**src/rtl/cla_serial_add_pkg.sv**
```systemverilog
// Shared definitions for the nibble-serial carry-lookahead adder.
package cla_serial_add_pkg;

    localparam int NIB = 4;

    typedef enum logic [1:0] {
        ST_IDLE = 2'd0,
        ST_RUN  = 2'd1,
        ST_DONE = 2'd2
    } state_t;

endpackage

```
**src/rtl/cla_serial_add_cla4.sv**
```systemverilog
// Combinational 4-bit carry-lookahead slice (module cla4), reused one nibble per clock.
module cla4 (
    input  logic [3:0] a,
    input  logic [3:0] b,
    input  logic       ci,
    output logic [3:0] s,
    output logic       co
);

    logic [3:0] g;
    logic [3:0] p;
    logic [4:0] c;

    assign g = a & b;
    assign p = a ^ b;

    // Carries expanded in two-level form rather than rippled.
    assign c[0] = ci;
    assign c[1] = g[0] | (p[0] & ci);
    assign c[2] = g[1] | (p[1] & g[0]) | (p[1] & p[0] & ci);
    assign c[3] = g[2] | (p[2] & g[1]) | (p[2] & p[1] & g[0]) | (p[2] & p[1] & p[0] & ci);
    assign c[4] = g[3] | (p[3] & g[2]) | (p[3] & p[2] & g[1]) | (p[3] & p[2] & p[1] & g[0])
                | (p[3] & p[2] & p[1] & p[0] & ci);

    assign s  = p ^ c[3:0];
    assign co = c[4];

endmodule

```
**src/rtl/cla_serial_add.sv**
```systemverilog
// Multi-cycle WIDTH-bit adder: one cla4 slice, one nibble per clock, registered carry.
// Optional signed-overflow output enabled by defining CLA_SERIAL_OVF_EN.
//
// state   | meaning
// --------+-------------------------------------------------------------
// ST_IDLE | in_ready high, waiting for operands
// ST_RUN  | adding nibble idx, carry rippled through carry_q
// ST_DONE | out_valid high, result held until out_ready
module cla_serial_add
    import cla_serial_add_pkg::*;
#(
    parameter int WIDTH = 16
) (
    input  logic             clk,
    input  logic             rst,
    input  logic             in_valid,
    output logic             in_ready,
    input  logic [WIDTH-1:0] a,
    input  logic [WIDTH-1:0] b,
    input  logic             ci,
    output logic             out_valid,
    input  logic             out_ready,
    output logic [WIDTH-1:0] s,
    output logic             co
`ifdef CLA_SERIAL_OVF_EN
   ,output logic             ovf
`endif
);

    localparam int N  = WIDTH / NIB;
    localparam int IW = (N > 1) ? $clog2(N) : 1;

    generate
        if ((WIDTH % NIB) != 0 || WIDTH < NIB) begin : g_bad_width
            $fatal(1, "cla_serial_add: WIDTH must be a multiple of 4 and at least 4");
        end
    endgenerate

    state_t           state_q, state_d;
    logic [WIDTH-1:0] a_q, b_q, s_q;
    logic [WIDTH-1:0] a_sh, b_sh;
    logic             carry_q;
    logic             co_q;
    logic [IW-1:0]    idx_q;
    logic [3:0]       a_nib, b_nib, sum_nib;
    logic             nib_co;
    logic             last_nib;

    // Shift-based nibble select keeps the mux legal for every idx encoding.
    assign a_sh     = a_q >> (NIB * idx_q);
    assign b_sh     = b_q >> (NIB * idx_q);
    assign a_nib    = a_sh[3:0];
    assign b_nib    = b_sh[3:0];
    assign last_nib = (idx_q == IW'(N - 1));

    cla4 u_cla4 (
        .a  (a_nib),
        .b  (b_nib),
        .ci (carry_q),
        .s  (sum_nib),
        .co (nib_co)
    );

    always_comb begin
        state_d = state_q;
        case (state_q)
            ST_IDLE: if (in_valid)  state_d = ST_RUN;
            ST_RUN:  if (last_nib)  state_d = ST_DONE;
            ST_DONE: if (out_ready) state_d = ST_IDLE;
            default:                state_d = ST_IDLE;
        endcase
    end

    assign in_ready  = (state_q == ST_IDLE);
    assign out_valid = (state_q == ST_DONE);
    assign s         = s_q;
    assign co        = co_q;

`ifdef CLA_SERIAL_OVF_EN
    logic ovf_q;
    assign ovf = ovf_q;
`endif

    always_ff @(posedge clk) begin
        if (rst) begin
            state_q <= ST_IDLE;
            a_q     <= '0;
            b_q     <= '0;
            s_q     <= '0;
            carry_q <= 1'b0;
            co_q    <= 1'b0;
            idx_q   <= '0;
`ifdef CLA_SERIAL_OVF_EN
            ovf_q   <= 1'b0;
`endif
        end else begin
            state_q <= state_d;
            case (state_q)
                ST_IDLE: begin
                    if (in_valid) begin
                        a_q     <= a;
                        b_q     <= b;
                        carry_q <= ci;
                        idx_q   <= '0;
                        s_q     <= '0;
                    end
                end
                ST_RUN: begin
                    // s was cleared on accept, so OR-ing the nibble into place is exact.
                    s_q     <= s_q | (WIDTH'(sum_nib) << (NIB * idx_q));
                    carry_q <= nib_co;
                    if (last_nib) begin
                        co_q  <= nib_co;
`ifdef CLA_SERIAL_OVF_EN
                        ovf_q <= (a_q[WIDTH-1] == b_q[WIDTH-1]) && (sum_nib[3] != a_q[WIDTH-1]);
`endif
                    end else begin
                        idx_q <= idx_q + 1'b1;
                    end
                end
                default: ;
            endcase
        end
    end

endmodule

```
**config.mk**
```make
export PLATFORM = sky130hd
export DESIGN_NAME = cla_serial_add
export DESIGN_NICKNAME = d
export VERILOG_FILES = /design/src/rtl/cla_serial_add_pkg.sv /design/src/rtl/cla_serial_add_cla4.sv /design/src/rtl/cla_serial_add.sv
export SDC_FILE = /design/constraint.sdc
export NUM_CORES = 1
export LEC_CHECK = 0
export BUFFER_PORTS_ARGS = -buffer_cell sky130_fd_sc_hd__clkbuf_2
export CAP_MARGIN = 20
export CORE_MARGIN = 2
export CORE_UTILIZATION = 52
export DETAILED_ROUTE_END_ITERATION = 6
export PLACE_DENSITY_LB_ADDON = 0.1
export SLEW_MARGIN = 30
export SYNTH_ARGS = -nofsm -noshare
export SYNTH_HDL_FRONTEND = slang
export SYNTH_HIERARCHICAL = 1
export SYNTH_SLANG_ARGS = --single-unit
```
**constraint.sdc**
```tcl
create_clock -name clk -period 2.6 [get_ports clk]
set_input_delay 0.52 -clock clk [delete_from_list [all_inputs] [get_ports clk]]
set_output_delay 0.52 -clock clk [all_outputs]
set_load 0.01 [all_outputs]
```
==> results_dict.tcl <==
set metrics [dict create \
    timing.slew.headroom_pct 55.3 \
    setup.worst_path.class "flop to flop" \
    antenna_left 0 \
    cp_data_required_time_ns 2.83 \
    first_global_vias 1815 \
    io_pins 56 \
    finalHoldViolCount 0 \
    critical_path.slowest_cell "mux4_2" \
    cts-resized-gates 0 \
    root_buf_cell "clkbuf_8" \
    hpwl_um 3390 \
    post-route-drc-count 0 \
    worst_path_largest_cell_delay_ns 0.58 \
    firstDrtPassIters 4 \
    finalClockSkew_ns 0.00483 \
    netlist-cell-type-count 30 \
    clock.fmax_mhz 420 \
    starting_density_of_the_core_pct 53.5 \
    die_outline_area_um2 5000 \
    fill_cells 405 \
    r2r-end "s[15]" \
    crit_path_end_kind "flop" \
    rsz0062_at_grt "false" \
    grt_pass1_wl_um 8490 \
    multi_input_comb_area_um2 1100 \
    ir_drop_worst_vdd_mv 0.329 \
    overflow 0 \
    vias 1933 \
    worst_r2r_setup_slack_ns 0.22 \
    placed_cells_incl_taps 353 \
    post-route-cell-area_um2 2700 \
    crit_path_cell_trace "mux4_2 -> ha_1 -> a21o_1 -> a31o_1 -> xor2_1 -> nand4_1 -> a21oi_1" \
    die-width_um 70.7 \
    finish.cell_count_without_fillers 361 \
    first_iter_violations 101 \
    area_growth_pct 16.6 \
    timing.hold.worst_endpoint "a_q[2]" \
    pre_cts_ws_ns 0.0718 \
    mappedNetlistArea_um2 2310 \
    outcome "finished, final reports clean" \
    drive_gt1_share_pct 26.5 \
    worst_r2r_startpoint "idx_q[0]" \
    worst_slack_ns 0.221 \
    yosysWarningCount 6 \
    ctsLongestPathBuffers 2 \
    numCtsBuffers 5 \
    maxSlewViolCount 0 \
    postSynthCellCount 259 \
    max-cap-violations 0 \
    number_of_port_buffers 55 \
    std_cell_rows 24 \
    clock_tree_sinks 54 \
    tritoncts "done" \
    routability_congestion_estimate_from_global_placement 0.743 \
    sequential_cell_area_um2 1080 \
    period_share_pct 91.5 \
    clock_latency_reported_for_the_late_side_of_the_worst_skew_pair_ns 0.30 \
    fin_crit_ns 2.38 \
    route.detailed.vias_per_inst 5.35 \
    postSynthRegisterBits 54 \
    cp_data_arrival_time_ns 2.61 \
    yosysSeqAreaShare_pct 46.7 \
    wire_per_inst_um 13.7 \
    place_area_um2 2600 \
    cts_setup_buffers 0 \
    clock_tree.htree_level_count 2 \
    gr-usage-all-layers_pct 20.9 \
    final_net_count 351 \
    cts_hold_repair.buffers 0 \
    synthesis.area_per_instance_um2 8.94 \
    routed_wirelength_um 4940 \
    design.core.area_um2 4320 \
    pin_count_of_the_biggest_net_entering_global_routing 52 \
    fin_tns_setup_ns 0 \
    clk_pin_slew_worst_paths_ns 0.09 \
    setup.worst_path.start_class "flop" \
    insertedDiodeCount 0 \
    report.final.setup_viol 0 \
    mappedNetlistNets 302 \
    slew_at_the_pin_closest_to_its_max_slew_limit_ns 0.671 \
    critPathMaxFanout 8 \
    antenna_found_initial 0 \
    hold_path_startpoint "a[2]" \
    power_per_cell_area_nw_per_um2 596 \
    min_delay_path_depth 3 \
    reg2reg_depth 7 \
    hold_class "input pin to flop" \
    fp.dieH_um 70.7 \
    leakage_nw 1.14 \
]
-- power by group --
group,switching (mW),internal [mW]
sequential,0.0283,0.865
combinational,0.131,0.102
clock,0.269,0.215
total,0.428,1.18
-- state kept, by name, summed over array words and instances (netlist names) --
signal	count
a_q	16
b_q	16
s	16
idx_q	2
state_q	2
carry_q	1
co	1
-- routing by layer --
layer	GRT usage (%)	wire, µm	vias to the layer above
met5	0	0	-
met4	5.66	32	0
met3	2.99	200	4
met2	31.5	2200	44
met1	31.5	2510	894
li1	-	-	991
-- cells by family after synthesis --
group	synth area share (%)
xor gates and xnor gates	1.14
and+or+nand+nor	19.1
DFF	46.7
muxes	8.22
buffers and inverters	5.89
AOI/OAI and AO/OA	15.4
adders and majority gates	3.57
-- synth_stat cells --
library cell	n	area, µm²
a21o_1	3	22.5
a21oi_1	41	205
a22oi_1	1	7.51
a31o_1	1	8.76
a32oi_1	12	105
buf_2	10	50.1
buf_4	1	7.51
buf_6	3	33.8
clkbuf_1	7	26.3
dfxtp_1	54	1080
fa_1	1	20.0
ha_1	5	62.6
inv_1	5	18.8
mux2i_1	1	10.0
mux4_2	8	180
nand2_1	69	259
nand2b_1	1	6.26
nand3_1	3	15.0
nand3b_1	2	15.0
nand4_1	4	25.0
nand4b_1	1	8.76
nor2_1	14	52.6
nor2b_1	4	25.0
nor3_1	1	5.00
nor3b_2	1	12.5
o31ai_1	1	7.51
or3b_1	1	8.76
or3b_2	1	8.76
xnor2_1	2	17.5
xor2_1	1	8.76
-- stage by stage --
| stage | hold WS (ns) | util [%] | total power, mW |
|---|---|---|---|
| after floorplan | 0.433 | - | 1.07 |
| after global placement | 0.441 | 60.2 | 1.14 |
| after detailed placement | 0.448 | 60.2 | 1.15 |
| after CTS | 0.424 | 62.4 | 1.62 |
| after global routing | 0.426 | 62.4 | 1.68 |
| final | 0.425 | 62.4 | 1.61 |
-- cell type report --
class	instances	area share, %
Clock buffer	6	3.06
Clock inverter	2	0.463
Inverter	5	0.695
Multi-Input combinational cell	179	40.9
Sequential cell	54	40.1
Tap cell	52	2.41
Timing Repair Buffer	63	12.4
-- worst max path at each step --
| stage | start | end | slack [ns] | cells after the start |
|---|---|---|---|---|
| after global routing | idx_q[0] | s[11] | 0.06 | 7 |
| after detailed placement | idx_q[0] | s[15] | 0.07 | 7 |
| final | idx_q[0] | s[15] | 0.22 | 7 |
| after global placement | idx_q[0] | s[15] | 0.13 | 7 |
| after floorplan | idx_q[0] | carry_q | 0.35 | 8 |
| after CTS | idx_q[0] | s[15] | 0.05 | 7 |
-- cell usage in the layout, fill, tap and decap left out, types with 2 or more instances in the layout --
| master | count |
|---|---|
| xnor2_1 | 2 |
| nand4_1 | 4 |
| nand3b_1 | 2 |
| a21o_1 | 3 |
| clkbuf_8 | 6 |
| ha_1 | 5 |
| buf_4 | 8 |
| nand3_1 | 3 |
| mux4_2 | 8 |
| nand2_1 | 69 |
| a21oi_1 | 41 |
| nor2b_1 | 4 |
| clkbuf_2 | 55 |
| inv_1 | 5 |
| dfxtp_1 | 53 |
| nor2_1 | 14 |
| a32oi_1 | 12 |
-- critical path, delay by kind of cell (launching register included) --
kind / cells / cell delay [ns]
multiplexers: 1 / 0.58
adder cells (fa/ha/maj): 1 / 0.29
AO/OA/AOI/OAI: 3 / 0.56
XOR/XNOR: 1 / 0.29
AND/OR/NAND/NOR: 1 / 0.14
flip-flops: 1 / 0.47
(Power assumes the default switching activity.)
